--- src/rtl/fir_channel_scheduler_if.sv ---
// -----------------------------------------------------------------------------
// fir_channel_scheduler_if
// Bundles every non-clock, non-reset signal of the FIR channel scheduler.
// The scheduler uses the slave modport. The channel sources, the coefficient
// writer and the shared FIR datapath sit on the master side.
//
// Signals (direction seen from the scheduler / slave):
//   i_valid      in   N_CH              per-channel sample valid
//   i_data       in   N_CH*NB_IN        channel c sample at [(c+1)*NB_IN-1 -: NB_IN]
//   o_ready      out  N_CH              one-hot grant
//   i_clear      in   1                 zero histories, drop in-flight sample
//   i_coef_we    in   1                 coefficient write strobe
//   i_coef_addr  in   $clog2(N_COEFFS)  tap index to write
//   i_coef_data  in   NB_COEFFS         signed coefficient
//   o_fir_data   out  NB_IN*N_COEFFS    registered tap window to the FIR
//   o_fir_coeffs out  NB_COEFFS x N_COEFFS coefficient bank to the FIR
//   i_fir_data   in   NB_OUT            combinational FIR sum
//   o_valid      out  1                 result strobe
//   o_ch         out  $clog2(N_CH)      channel of o_data
//   o_data       out  NB_OUT            signed result
//   o_sat        out  1                 result was clamped
// -----------------------------------------------------------------------------
interface fir_channel_scheduler_if #(
  parameter int NB_IN     = 8,
  parameter int NB_COEFFS = 8,
  parameter int N_COEFFS  = 8,
  parameter int N_CH      = 4,
  parameter int NB_OUT    = NB_IN + NB_COEFFS + $clog2(N_COEFFS)
);

  logic [N_CH-1:0]               i_valid;
  logic [N_CH*NB_IN-1:0]         i_data;
  logic [N_CH-1:0]               o_ready;
  logic                          i_clear;
  logic                          i_coef_we;
  logic [$clog2(N_COEFFS)-1:0]   i_coef_addr;
  logic signed [NB_COEFFS-1:0]   i_coef_data;
  logic [NB_IN*N_COEFFS-1:0]     o_fir_data;
  logic signed [NB_COEFFS-1:0]   o_fir_coeffs [N_COEFFS];
  logic signed [NB_OUT-1:0]      i_fir_data;
  logic                          o_valid;
  logic [$clog2(N_CH)-1:0]       o_ch;
  logic signed [NB_OUT-1:0]      o_data;
  logic                          o_sat;

  // Sources, coefficient writer and FIR datapath side.
  modport master (
    output i_valid, i_data, i_clear, i_coef_we, i_coef_addr, i_coef_data, i_fir_data,
    input  o_ready, o_fir_data, o_fir_coeffs, o_valid, o_ch, o_data, o_sat
  );

  // Scheduler side.
  modport slave (
    input  i_valid, i_data, i_clear, i_coef_we, i_coef_addr, i_coef_data, i_fir_data,
    output o_ready, o_fir_data, o_fir_coeffs, o_valid, o_ch, o_data, o_sat
  );

endinterface

--- src/rtl/fir_channel_scheduler.sv ---
// -----------------------------------------------------------------------------
// fir_channel_scheduler
// Time-shares one combinational parallel FIR across N_CH channels. Each channel
// owns an N_COEFFS-deep sample history; the coefficient bank is shared and
// writable at run time. A round-robin arbiter accepts one sample per cycle,
// shifts it into that channel's history and registers the updated tap window
// towards the FIR (stage 0). The next edge captures the FIR sum together with
// the channel id (stage 1).
//
// Ports:
//   i_clock  in   rising-edge clock
//   i_reset  in   synchronous, active-high reset (overrides clear and writes)
//   bus      slave modport of fir_channel_scheduler_if (handshake, coefficient
//            write port, FIR window/coefficient/sum, tagged result)
//
// Optional feature macro: FIR_SCHED_SAT_EN
//   defined   -> stage 1 clamps the FIR sum to NB_SAT signed bits
//                (sign-extended to NB_OUT) and flags o_sat
//   undefined -> the FIR sum passes through unmodified, o_sat stays 0
// -----------------------------------------------------------------------------
module fir_channel_scheduler #(
  parameter int NB_IN     = 8,
  parameter int NB_COEFFS = 8,
  parameter int N_COEFFS  = 8,
  parameter int N_CH      = 4,
  parameter int NB_OUT    = NB_IN + NB_COEFFS + $clog2(N_COEFFS),
  parameter int NB_SAT    = 12
) (
  input  logic                   i_clock,
  input  logic                   i_reset,
  fir_channel_scheduler_if.slave bus
);

  localparam int CH_W  = $clog2(N_CH);
  localparam int WIN_W = NB_IN * N_COEFFS;

  localparam logic [N_CH-1:0] ONE_HOT_C = {{(N_CH-1){1'b0}}, 1'b1};

  // ---------------------------------------------------------------------------
  // Helpers
  // ---------------------------------------------------------------------------

  // (base + offset) modulo N_CH; offset is always below N_CH.
  function automatic logic [CH_W-1:0] wrap_inc(input logic [CH_W-1:0] base, input int offset);
    int sum;
    sum = int'(base) + offset;
    sum = (sum >= N_CH) ? (sum - N_CH) : sum;
    return CH_W'(sum);
  endfunction

  // Clamp to the NB_SAT signed range. The MSB of the result is the clamp flag,
  // the lower NB_OUT bits are the sign-extended clamped value.
  function automatic logic [NB_OUT:0] sat_clamp(input logic signed [NB_OUT-1:0] value);
    logic signed [NB_OUT-1:0] hi;
    logic signed [NB_OUT-1:0] lo;
    hi = {{(NB_OUT-NB_SAT+1){1'b0}}, {(NB_SAT-1){1'b1}}};
    lo = {{(NB_OUT-NB_SAT+1){1'b1}}, {(NB_SAT-1){1'b0}}};
    if (value > hi) begin
      return {1'b1, hi};
    end else if (value < lo) begin
      return {1'b1, lo};
    end else begin
      return {1'b0, value};
    end
  endfunction

  // ---------------------------------------------------------------------------
  // State
  // ---------------------------------------------------------------------------
  logic [CH_W-1:0]             ptr_r;
  logic [NB_IN-1:0]            hist_r [N_CH][N_COEFFS];
  logic signed [NB_COEFFS-1:0] coef_r [N_COEFFS];
  logic [WIN_W-1:0]            fir_data_r;
  logic                        vld_r;
  logic [CH_W-1:0]             ch_r;
  logic                        o_valid_r;
  logic [CH_W-1:0]             o_ch_r;
  logic [NB_OUT-1:0]           o_data_r;
  logic                        o_sat_r;

  logic                        found_s;
  logic [CH_W-1:0]             grant_idx_s;
  logic                        grant_any_s;
  logic [WIN_W-1:0]            new_win_s;
  logic [NB_OUT:0]             sat_pack_s;

  // ---------------------------------------------------------------------------
  // Round-robin arbiter
  // ---------------------------------------------------------------------------

  // Pick the first requester at or after the pointer, wrapping at N_CH.
  always_comb begin
    found_s     = 1'b0;
    grant_idx_s = {CH_W{1'b0}};
    for (int k = 0; k < N_CH; k++) begin
      grant_idx_s = (!found_s && bus.i_valid[wrap_inc(ptr_r, k)]) ? wrap_inc(ptr_r, k) : grant_idx_s;
      found_s     = found_s | bus.i_valid[wrap_inc(ptr_r, k)];
    end
  end

  // Reset and clear both block acceptance, so o_ready is never raised then.
  assign grant_any_s = found_s & ~i_reset & ~bus.i_clear;
  assign bus.o_ready = grant_any_s ? (ONE_HOT_C << grant_idx_s) : {N_CH{1'b0}};

  // ---------------------------------------------------------------------------
  // Stage 0: history update and tap window
  // ---------------------------------------------------------------------------

  // Window of the granted channel after the new sample has shifted into tap 0.
  always_comb begin
    new_win_s              = {WIN_W{1'b0}};
    new_win_s[NB_IN-1:0]   = bus.i_data[grant_idx_s*NB_IN +: NB_IN];
    for (int j = 1; j < N_COEFFS; j++) begin
      new_win_s[j*NB_IN +: NB_IN] = hist_r[grant_idx_s][j-1];
    end
  end

  // Histories, registered FIR window, pointer and the stage-0 valid/channel tag.
  always_ff @(posedge i_clock) begin
    if (i_reset) begin
      for (int c = 0; c < N_CH; c++) begin
        for (int j = 0; j < N_COEFFS; j++) begin
          hist_r[c][j] <= {NB_IN{1'b0}};
        end
      end
      fir_data_r <= {WIN_W{1'b0}};
      vld_r      <= 1'b0;
      ch_r       <= {CH_W{1'b0}};
      ptr_r      <= {CH_W{1'b0}};
    end else if (bus.i_clear) begin
      // Pointer and coefficients survive a clear; only sample state is dropped.
      for (int c = 0; c < N_CH; c++) begin
        for (int j = 0; j < N_COEFFS; j++) begin
          hist_r[c][j] <= {NB_IN{1'b0}};
        end
      end
      fir_data_r <= {WIN_W{1'b0}};
      vld_r      <= 1'b0;
    end else if (grant_any_s) begin
      for (int j = 0; j < N_COEFFS; j++) begin
        hist_r[grant_idx_s][j] <= new_win_s[j*NB_IN +: NB_IN];
      end
      fir_data_r <= new_win_s;
      vld_r      <= 1'b1;
      ch_r       <= grant_idx_s;
      ptr_r      <= wrap_inc(grant_idx_s, 1);
    end else begin
      vld_r      <= 1'b0;
    end
  end

  // ---------------------------------------------------------------------------
  // Coefficient bank
  // ---------------------------------------------------------------------------

  // Shared coefficients; writes to addresses beyond the bank are dropped.
  always_ff @(posedge i_clock) begin
    if (i_reset) begin
      for (int j = 0; j < N_COEFFS; j++) begin
        coef_r[j] <= {NB_COEFFS{1'b0}};
      end
    end else if (bus.i_coef_we && (int'(bus.i_coef_addr) < N_COEFFS)) begin
      coef_r[bus.i_coef_addr] <= bus.i_coef_data;
    end else begin
      for (int j = 0; j < N_COEFFS; j++) begin
        coef_r[j] <= coef_r[j];
      end
    end
  end

  // The bank drives the FIR directly, so a write is seen by the very next sum.
  for (genvar j = 0; j < N_COEFFS; j++) begin : g_coef_out
    assign bus.o_fir_coeffs[j] = coef_r[j];
  end

  assign bus.o_fir_data = fir_data_r;

  // ---------------------------------------------------------------------------
  // Stage 1: result capture
  // ---------------------------------------------------------------------------

`ifdef FIR_SCHED_SAT_EN
  assign sat_pack_s = sat_clamp(bus.i_fir_data);
`else
  assign sat_pack_s = {1'b0, bus.i_fir_data};
`endif

  // Capture the FIR sum for the sample registered in stage 0. A clear does not
  // touch this stage, so a result already here still completes.
  always_ff @(posedge i_clock) begin
    if (i_reset) begin
      o_valid_r <= 1'b0;
      o_ch_r    <= {CH_W{1'b0}};
      o_data_r  <= {NB_OUT{1'b0}};
      o_sat_r   <= 1'b0;
    end else if (vld_r) begin
      o_valid_r <= 1'b1;
      o_ch_r    <= ch_r;
      o_data_r  <= sat_pack_s[NB_OUT-1:0];
      o_sat_r   <= sat_pack_s[NB_OUT];
    end else begin
      o_valid_r <= 1'b0;
    end
  end

  assign bus.o_valid = o_valid_r;
  assign bus.o_ch    = o_ch_r;
  assign bus.o_data  = o_data_r;
  assign bus.o_sat   = o_sat_r;

endmodule
--- src/flat_wrapper.sv ---
// flat-port wrapper written by rule: the top's interface ports become plain ports
module fir_channel_scheduler_flat 
#(
  parameter int NB_IN     = 8,
  parameter int NB_COEFFS = 8,
  parameter int N_COEFFS  = 8,
  parameter int N_CH      = 4,
  parameter int NB_OUT    = NB_IN + NB_COEFFS + $clog2(N_COEFFS),
  parameter int NB_SAT    = 12
)
  (i_clock, i_reset, bus_i_valid, bus_i_data, bus_i_clear, bus_i_coef_we, bus_i_coef_addr, bus_i_coef_data, bus_i_fir_data, bus_o_ready, bus_o_fir_data, bus_o_fir_coeffs, bus_o_valid, bus_o_ch, bus_o_data, bus_o_sat);
  fir_channel_scheduler_if #(.NB_IN(NB_IN), .NB_COEFFS(NB_COEFFS), .N_COEFFS(N_COEFFS), .N_CH(N_CH), .NB_OUT(NB_OUT)) bus_i ();
  input  logic i_clock;
  input  logic i_reset;
  input wire logic [$bits(bus_i.i_valid)-1:0] bus_i_valid;
  input wire logic [$bits(bus_i.i_data)-1:0] bus_i_data;
  input wire logic [$bits(bus_i.i_clear)-1:0] bus_i_clear;
  input wire logic [$bits(bus_i.i_coef_we)-1:0] bus_i_coef_we;
  input wire logic [$bits(bus_i.i_coef_addr)-1:0] bus_i_coef_addr;
  input wire logic [$bits(bus_i.i_coef_data)-1:0] bus_i_coef_data;
  input wire logic [$bits(bus_i.i_fir_data)-1:0] bus_i_fir_data;
  output wire logic [$bits(bus_i.o_ready)-1:0] bus_o_ready;
  output wire logic [$bits(bus_i.o_fir_data)-1:0] bus_o_fir_data;
  output wire logic [$bits(bus_i.o_fir_coeffs)-1:0] bus_o_fir_coeffs;
  output wire logic [$bits(bus_i.o_valid)-1:0] bus_o_valid;
  output wire logic [$bits(bus_i.o_ch)-1:0] bus_o_ch;
  output wire logic [$bits(bus_i.o_data)-1:0] bus_o_data;
  output wire logic [$bits(bus_i.o_sat)-1:0] bus_o_sat;
  assign bus_i.i_valid = bus_i_valid;
  assign bus_i.i_data = bus_i_data;
  assign bus_i.i_clear = bus_i_clear;
  assign bus_i.i_coef_we = bus_i_coef_we;
  assign bus_i.i_coef_addr = bus_i_coef_addr;
  assign bus_i.i_coef_data = bus_i_coef_data;
  assign bus_i.i_fir_data = bus_i_fir_data;
  assign bus_o_ready = bus_i.o_ready;
  assign bus_o_fir_data = bus_i.o_fir_data;
  assign bus_o_fir_coeffs = {>>{bus_i.o_fir_coeffs}};
  assign bus_o_valid = bus_i.o_valid;
  assign bus_o_ch = bus_i.o_ch;
  assign bus_o_data = bus_i.o_data;
  assign bus_o_sat = bus_i.o_sat;
  fir_channel_scheduler #(.NB_IN(NB_IN), .NB_COEFFS(NB_COEFFS), .N_COEFFS(N_COEFFS), .N_CH(N_CH), .NB_OUT(NB_OUT), .NB_SAT(NB_SAT)) u_core (.i_clock(i_clock), .i_reset(i_reset), .bus(bus_i));
endmodule
--- config.mk ---
export PLATFORM = sky130hd
export DESIGN_NAME = fir_channel_scheduler_flat
export DESIGN_NICKNAME = d
export VERILOG_FILES = /design/src/rtl/fir_channel_scheduler_if.sv /design/src/rtl/fir_channel_scheduler.sv /design/src/flat_wrapper.sv
export SDC_FILE = /design/constraint.sdc
export NUM_CORES = 1
export LEC_CHECK = 0
export ABC_AREA = 1
export ABC_CLOCK_PERIOD_IN_PS = 5200
export CAP_MARGIN = 20
export CORE_MARGIN = 2
export CORE_UTILIZATION = 55
export DETAILED_ROUTE_END_ITERATION = 12
export PLACE_DENSITY = 0.79
export SKIP_CTS_REPAIR_TIMING = 1
export SLEW_MARGIN = 10
export SYNTH_ARGS = -nofsm -noshare
export SYNTH_HDL_FRONTEND = slang
export SYNTH_SLANG_ARGS = --single-unit
--- constraint.sdc ---
create_clock -name i_clock -period 5.2 [get_ports i_clock]
set_input_delay 0.52 -clock i_clock [delete_from_list [all_inputs] [get_ports i_clock]]
set_output_delay 0.52 -clock i_clock [all_outputs]
set_load 0.005 [all_outputs]
==> reports/metrics.yaml, run 1 <==
status: "finished clean"
fin_crit_ns: 4.49
ys.flop_type: "edfxtp_1"
cts.htree.levels: 2
gp_congestion: 0.891
firstDrtPassIters: 6
clockBufferDepth: 3
stdcell_count: 2373
grt_pass1_wl_um: 64100
diodes: 0
max_stage_delay_ns: 0.62
finalSetupViolCount: 0
fin_crit_sh_pct: 86.3
rows: 63
ys_seq_area_share_pct: 64.1
fmax_ghz: 0.223
timing.final.ws_setup_ns: 0.712
rsz0062_at_grt: "false"
die_h_um: 176
synth_edf_count: 288
worstReg2RegStart: "u_core.ptr_r[0]"
path_cells: "inv_2 -> nand2_1 -> nand2_1 -> nand2_1 -> nand2_1 -> nor2_4 -> nand2_1 -> nand3_1 -> nand2_2 -> inv_2 -> ha_1 -> clkinv_1 -> nor2_1 -> clkdlybuf4s50_1"
r2r_cells: 16
crit_cells: 14
internal-power_mw: 5.89
synth.distinct_cells: 28
crit_buf_inv: 4
wire_per_inst_um: 17.3
core_um2: 29500
drc: 0
arrival_ns: 3.97
syn_to_final_growth_pct: 22.6
synthTopCellsByArea: "edfxtp_1 (53%), nand2_1 (12%), dfxtp_1 (11%)"
worst_slew_pin_slew_ns: 0.838
clock_latency_ns: 0.52
cts_tree: "yes"
crit_start: "u_core.ptr_r[0]"
p_switching_mw: 2.99
syn-num-nets: 1832
max_slew_margin_pct: 44.0
die_w_um: 176
clock_skew_ns: 0.0118
maxCapViolations: 0
crit_type: "reg2out"
antenna_found_initial: 0
hold_start: "u_core.bus.o_fir_data[32]"
finalSetupTns_ns: 0
vias: 12900
start_util_pct: 55.4
dp_hpwl_um: 25000
crit_fanout: 19
leakage_nw: 8.47
final_hold_viol_count: 0
swShare_pct: 33.7
dp_cells: 2301
seq_power_share_pct: 42.1
track_usage_pct: 26.1
synth.most_common_cell: "nand2_1"
r2r_setup_slack_ns: 1.34
cp-end-kind: "primary output"
routed_wl_um: 41100
die-area_um2: 31100
power.density_nw_per_um2: 443
cts-root-buf: "clkbuf_16"
synth-warning-count: 0
grt_max_degree: 63
yosysTopAreaCellShare_pct: 52.9
post-place-ws_ns: 1.05
cpLargestDelayFamily: "buffers and inverters"
crit_required_ns: 4.68
cts.sinks: 379
min_path_cells: 2
clockPowerShare_pct: 30.0
yosysTopAreaCell: "edfxtp_1"
overflow: 0
numCtsBuffers: 39
portBuffers: 223
synth_seq_cells: 379
crit_path_start_kind: "flop"
syn_area_um2: 16300
async_flop_share_pct: 0
cp_slowest_cell: "clkdlybuf4s50_1"
clk_transition_reported_paths_ns: 0.06
syn_inst: 1758
layout.nets: 2026
first_iter_violations: 1144
combPwrFrac_pct: 27.9
grt_pass1_vias: 12500
postRouteAntennaNets: 0
synth.top_cells.by_count: "nand2_1 (544), nor2_1 (312), edfxtp_1 (288)"
irDropWorstVdd_uv: 394
crit_top_cell: "nand2_1"
avgSynthCellArea_um2: 9.30
hold_class: "reg2reg"
slew_violations: 0
vias_per_cell: 5.42
drive_gt1_share_pct: 6.61
pin_count: 225
[worst reg2reg max path: stages (launching register included)]
cell,delay (ns)
dfxtp_1,0.55
inv_2,0.17
nand2_1,0.10
nand2_1,0.11
nand2_1,0.09
nand2_1,0.10
nor2_4,0.16
nand2_1,0.08
nand3_1,0.10
nand2_2,0.15
inv_2,0.38
ha_1,0.23
clkinv_1,0.31
nor2_1,0.35
inv_2,0.07
nand2_2,0.07
buf_4,0.46
[cell usage in the layout, fill, tap and decap left out, types with 4 or more instances in the layout]
master           count
nand3_1            122
inv_2               24
o21ai_0             39
nand2_1            539
and2_1               9
o211ai_1             9
a21oi_1             81
inv_1               69
o21ai_2              5
o21ai_1             11
buf_4               25
edfxtp_1           288
inv_6                4
clkdlybuf4s50_1    223
dfxtp_1             91
nand2_2              8
clkinv_1            10
ha_1                 4
or2_2                4
clkbuf_1            10
nor2_1             311
clkbuf_16           39
clkinv_2             9
nand4_1             35
[registers in the layout, summed over array words and instances, names as in the netlist]
name / flops
u_core.bus.o_data: 19
u_core.ch_r: 2
u_core.bus.o_fir_data: 64
u_core.vld_r: 1
u_core.bus.o_valid: 1
u_core.hist_r: 224
u_core.ptr_r: 2
u_core.bus.o_ch: 2
u_core.coef_r: 64
[through the flow]
| step | hold WS [ns] | power [mW] | cell area (um^2) | utilization, % |
|---|---|---|---|---|
| floorplan | 0.439 | 5.42 | 16300 | - |
| global placement | 0.454 | 6.18 | 18800 | 63.9 |
| detailed placement | 0.456 | 6.24 | 18800 | 63.9 |
| CTS | 0.465 | 8.87 | 20000 | 68.0 |
| global route | 0.485 | 9.29 | 20000 | 68.0 |
| finish | 0.461 | 8.88 | 20000 | 68.0 |
[kinds of logic after synthesis]
group	Yosys count	synth area share, %
AOI/OAI and AO/OA	145	4.69
adders and majority gates	4	0.306
buffers and inverters	195	5.18
DFF	379	64.1
other	1	0.0229
and+or+nand+nor	1034	25.7
[layer usage]
metal | vias up | global-route usage (%) | routed length, um
met3 | 97 | 3.51 | 3320
met5 | - | 0 | 0
met4 | 0 | 10.6 | 1430
li1 | 6175 | - | -
met1 | 5985 | 32.8 | 16000
met2 | 595 | 45.7 | 20400
[layout make-up]
type	instances	area (um^2)
Clock buffer	51	1040
Clock inverter	21	168
Fill cell	2203	9440
Inverter	98	368
Multi-Input combinational cell	1184	5050
Sequential cell	379	10500
Tap cell	390	488
Timing Repair Buffer	250	2460
[power by group through the flow]
stage / Clock [mW] / Sequential (mW) / Combinational [mW]
floorplan: 0 / 3.79 / 1.63
global placement: 0 / 3.79 / 2.39
detailed placement: 0 / 3.80 / 2.44
CTS: 2.68 / 3.74 / 2.46
global route: 2.79 / 3.77 / 2.73
finish: 2.66 / 3.74 / 2.48
[path summary, 6_finish.rpt]
| kind | end |
|---|---|
| setup / recovery | bus_o_ready[2] |
| hold / removal | u_core.bus.o_fir_data[32] |
| setup reg to reg | u_core.hist_r[3][21] |
| hold reg to reg | u_core.bus.o_fir_data[32] |
(Power assumes the default switching activity.)
==> inputs of run 2 (changes only) <==
--- a/config.mk
+++ b/config.mk
@@ -8,8 +8,10 @@
 export ABC_AREA = 1
 export ABC_CLOCK_PERIOD_IN_PS = 5200
 export CAP_MARGIN = 20
+export CELL_PAD_IN_SITES_DETAIL_PLACEMENT = 1
+export CELL_PAD_IN_SITES_GLOBAL_PLACEMENT = 1
 export CORE_MARGIN = 2
-export CORE_UTILIZATION = 55
+export CORE_UTILIZATION = 42
 export DETAILED_ROUTE_END_ITERATION = 12
 export PLACE_DENSITY = 0.79
 export SKIP_CTS_REPAIR_TIMING = 1
==> run 2 against run 1 <==
Routed wire length is 23% higher. Fmax shrank 4.6%. Flip-flop and latch count is the same. Die area increased by 30%. Highest routed layer unchanged. Largest cell class unchanged. Power grew 5.0%. Via count grew 2.4%. Register-to-register slack lost 0.29 ns. Combinational power rose by 5%. Clock skew increased by 0.0082 ns. Final cell count grew 5.6%. Clock power rose by 11%.
==> reports/metrics.yaml, run 2 (synthesis results as in run 1) <==
status: "finished clean"
fin_area_um2: 20400
die_w_um: 201
core_um2: 38600
grt_pass1_vias: 14100
layout.nets: 2029
routed_wl_um: 50500
numCtsBuffers: 41
r2r_cells: 12
fin_crit_sh_pct: 90.5
finalSetupTns_ns: 0
crit_path_start_kind: "flop"
detailed_place.area_um2: 19000
fin_crit_ns: 4.71
fill_cells: 4443
drive_gt1_share_pct: 6.84
min_path_cells: 2
wire_per_inst_um: 20.1
clk_transition_reported_paths_ns: 0.06
cts.htree.levels: 2
cts_tree: "yes"
start_util_pct: 42.4
finalSetupViolCount: 0
vias: 13200
diodes: 0
die_h_um: 201
cts.sinks: 379
syn_to_final_growth_pct: 24.7
crit_fanout: 63
clock_latency_ns: 0.57
slew_violations: 0
cp-end-kind: "primary output"
track_usage_pct: 24.9
drc: 0
fmax_ghz: 0.212
regArea_um2: 10500
timing.final.ws_setup_ns: 0.493
worst_slew_pin_slew_ns: 1.00
dp_hpwl_um: 31600
arrival_ns: 4.19
grt_max_degree: 85
irDropWorstVdd_uv: 271
die-area_um2: 40500
grt_pass1_wl_um: 79000
postRouteAntennaNets: 0
vias_per_cell: 5.25
total_power_mw: 9.32
top_register: "u_core.hist_r"
overflow: 0
cts-root-buf: "clkbuf_16"
clockBufferDepth: 3
antenna_found_initial: 0
power.density_nw_per_um2: 457
multi_input_area_um2: 5050
rows: 72
first_iter_violations: 885
firstDrtPassIters: 5
layout_commonest_cell: "nand2_1"
largest_reg_flops: 224
max_slew_margin_pct: 33.3
r2r_setup_slack_ns: 1.05
maxCapViolations: 0
leakage_nw: 8.56
clock_skew_ns: 0.0200
post-place-ws_ns: 0.923
hold_class: "reg2reg"
crit_required_ns: 4.68
rsz0062_at_grt: "false"
final_hold_viol_count: 0
crit_type: "reg2out"
post-route-util_pct: 52.9
gp_congestion: 0.826
final_cell_mix: "nand2_1 (539), nor2_1 (311), edfxtp_1 (288), clkdlybuf4s50_1 (223), nand3_1 (122)"
portBuffers: 223
pin_count: 225
==> run 2: cell count changes in the layout (fill, tap and decap cells not counted), sizes merged <==
cell and change:
clkbuf +8, buf +1, inv -2, clkinv -3
==> run 2: metrics by stage <==
stage | hold WS, ns | instances
global placement | 0.456 | 2430
floorplan | 0.439 | 1758
detailed placement | 0.458 | 2430
CTS | 0.468 | 2505
finish | 0.464 | 2505
global route | 0.490 | 2505
==> run 2: worst paths after layout <==
kind | startpoint | to
setup / recovery | u_core.ptr_r[0] | bus_o_ready[2]
setup reg to reg | u_core.ptr_r[0] | u_core.hist_r[2][10]
hold / removal | u_core.bus.o_fir_data[25] | u_core.bus.o_fir_data[25]
hold reg to reg | u_core.bus.o_fir_data[25] | u_core.bus.o_fir_data[25]
==> run 2: layout make-up <==
type | instances | share of cell area, %
sequential | 379 | 51.4
multi-input combinational | 1184 | 24.8
timing repair buffer | 251 | 12.2
clock buffer | 59 | 6.03
tap | 518 | 3.18
inverter | 98 | 1.80
clock inverter | 16 | 0.651
==> run 2: critical path, stage by stage (launching register included) <==
cell	delay, ns
dfxtp_1	0.60
inv_2	0.19
nand2_1	0.11
nand2_1	0.11
nand2_1	0.09
o21ai_1	0.10
nand3_4	0.11
buf_4	0.56
nand2_2	0.51
nor2_1	0.53
clkdlybuf4s50_1	0.61
==> run 2: power by group <==
| part | switching [mW] | leakage (nW) | internal, mW |
|---|---|---|---|
| Sequential | 0.132 | 3.86 | 3.62 |
| Combinational | 1.86 | 4.03 | 0.751 |
| Clock | 1.22 | 0.674 | 1.74 |
| Total | 3.21 | 8.56 | 6.12 |
==> run 2: per-layer routing <==
layer	global-route usage [%]	vias to the layer above	share of wire, %
li1	-	6182	-
met4	8.17	0	2.7
met2	45.7	311	52
met1	29.6	6585	41
met3	4.28	83	4.3
met5	0	-	0
==> inputs of run 3 (changes only) <==
--- a/config.mk
+++ b/config.mk
@@ -6,14 +6,15 @@
 export NUM_CORES = 1
 export LEC_CHECK = 0
 export ABC_AREA = 1
-export ABC_CLOCK_PERIOD_IN_PS = 5200
+export ABC_CLOCK_PERIOD_IN_PS = 5800
 export CAP_MARGIN = 20
 export CELL_PAD_IN_SITES_DETAIL_PLACEMENT = 1
 export CELL_PAD_IN_SITES_GLOBAL_PLACEMENT = 1
 export CORE_MARGIN = 2
-export CORE_UTILIZATION = 42
+export CORE_UTILIZATION = 47
+export CTS_BUF_LIST = sky130_fd_sc_hd__clkbuf_4
 export DETAILED_ROUTE_END_ITERATION = 12
-export PLACE_DENSITY = 0.79
+export PLACE_DENSITY = 0.87
 export SKIP_CTS_REPAIR_TIMING = 1
 export SLEW_MARGIN = 10
 export SYNTH_ARGS = -nofsm -noshare
==> constraint.sdc (replaced) <==
create_clock -name i_clock -period 5.8 [get_ports i_clock]
set_input_delay 0.58 -clock i_clock [delete_from_list [all_inputs] [get_ports i_clock]]
set_output_delay 0.58 -clock i_clock [all_outputs]
set_load 0.005 [all_outputs]
==> run 3 against run 2 <==
Combinational power down 7%. Routed wire length is 9.0% higher. Sequential share of layout area up 0.44 points. Hold slack worse by 0.049 ns. Clock skew increased by 0.020 ns. Die area fell by 10%. Critical path depth increased by 4. Core utilization is 5.9 points higher. Flip-flop and latch count unchanged. Non-clock buffer count fell by 1. Critical path type unchanged. Sequential power decreased by 9.9%. Clock power is 20% lower.
==> reports/metrics.yaml, run 3 (synthesis results as in run 1) <==
status: "finished clean"
cts_tree: "yes"
leakage_nw: 8.64
drive_gt1_share_pct: 11.0
fmax_ghz: 0.202
max_slew_margin_pct: 30.3
irDropWorstVdd_uv: 264
maxCapViolations: 0
layout_commonest_cell: "nand2_1"
cpLargestDelayFamily: "simple AND/OR/NAND/NOR gates"
crit_buf_inv: 4
vias: 14200
timing.final.ws_setup_ns: 0.859
power.density_nw_per_um2: 404
clock_latency_ns: 0.79
rows: 68
portBuffers: 223
finalSetupViolCount: 0
crit_path_start_kind: "flop"
postRouteAntennaNets: 0
fin_crit_sh_pct: 85.2
r2r_setup_slack_ns: 1.56
grt_max_degree: 86
antenna_found_initial: 3
gp_congestion: 0.863
crit_required_ns: 5.22
cts-root-buf: "clkbuf_4"
drc: 0
cp_slowest_cell: "dfxtp_1"
die-area_um2: 36300
final_hold_viol_count: 0
die_w_um: 190
rsz0062_at_grt: "false"
crit_top_cell: "nand2_1"
pin_count: 225
fin_crit_ns: 4.94
vias_per_cell: 5.58
finalSetupTns_ns: 0
largest_reg_flops: 224
hold_class: "in2reg"
crit_fanout: 11
worst_slew_pin_slew_ns: 1.05
syn_to_final_growth_pct: 23.7
top_register: "u_core.hist_r"
arrival_ns: 4.36
routed_wl_um: 55000
final_cell_mix: "nand2_1 (539), nor2_1 (311), edfxtp_1 (288), clkdlybuf4s50_1 (223), clkbuf_4 (150)"
grt_pass1_wl_um: 84500
clockBufferDepth: 3
stdcell_count: 2550
post-place-ws_ns: 1.46
crit_type: "reg2out"
grt_pass1_vias: 15500
clk_transition_reported_paths_ns: 0.07
path_cells: "inv_2 -> nand2_1 -> nand2_1 -> nand2_1 -> nand2_1 -> nor2_4 -> nand2_1 -> nand3_1 -> nand2_2 -> inv_2 -> ha_1 -> clkinv_1 -> nor2_1 -> clkdlybuf4s50_1"
track_usage_pct: 30.4
core_um2: 34400
clock_skew_ns: 0.0396
cp-end-kind: "primary output"
numCtsBuffers: 98
max_stage_delay_ns: 0.60
overflow: 0
slew_violations: 0
die_h_um: 190
dp_hpwl_um: 34000
dp_cells: 2366
cts.sinks: 379
cts.htree.levels: 3
first_iter_violations: 970
wire_per_inst_um: 21.6
firstDrtPassIters: 7
start_util_pct: 47.5
layout.nets: 2085
## run 3: area by class of cell
class | count | area [um^2]
inverter | 98 | 368
tap | 455 | 569
fill | 3926 | 14200
multi-input combinational | 1184 | 5050
antenna | 4 | 10.0
sequential | 379 | 10500
timing repair buffer | 250 | 2480
clock inverter | 30 | 143
clock buffer | 150 | 1130
## run 3: final timing paths
check,startpoint,end,cells after the start
setup / recovery,u_core.ptr_r[0],bus_o_ready[2],14
hold / removal,bus_i_fir_data[4],u_core.bus.o_data[4],3
setup reg to reg,u_core.ptr_r[0],u_core.hist_r[2][27],16
hold reg to reg,u_core.bus.o_fir_data[43],u_core.bus.o_fir_data[43],2
## run 3: worst register-to-register path: stages (launching register included)
cell,delay (ns)
dfxtp_1,0.60
inv_2,0.19
nand2_1,0.12
nand2_1,0.13
nand2_1,0.10
nand2_1,0.09
nor2_4,0.16
nand2_1,0.10
nand3_1,0.13
nand2_2,0.23
inv_2,0.16
ha_1,0.16
clkinv_1,0.29
nor2_1,0.52
inv_2,0.10
nand2_2,0.46
buf_12,0.35
## run 3: power by group
part           internal (mW)  switching (mW)
logic                  0.666            1.76
registers               3.25           0.129
clock network           1.22            1.14
## run 3: metrics by stage
stage               cell area [um^2]  util (%)  hold slack (ns)  total power, mW
global route                   20200      58.8            0.404             8.55
CTS                            20200      58.8            0.394             8.15
global placement               18900      55.0            0.457             5.64
floorplan                      16300         -            0.439             4.86
finish                         20200      58.8            0.415             8.16
detailed placement             18900      55.1            0.463             5.79
## run 3: routing by layer
| layer | track usage (%) | vias up | routed length, um |
|---|---|---|---|
| met5 | 0 | - | 12 |
| met4 | 16.3 | 2 | 2320 |
| met3 | 7.05 | 166 | 4020 |
| met2 | 53.3 | 672 | 28400 |
| met1 | 34.4 | 7023 | 20300 |
| li1 | - | 6360 | - |
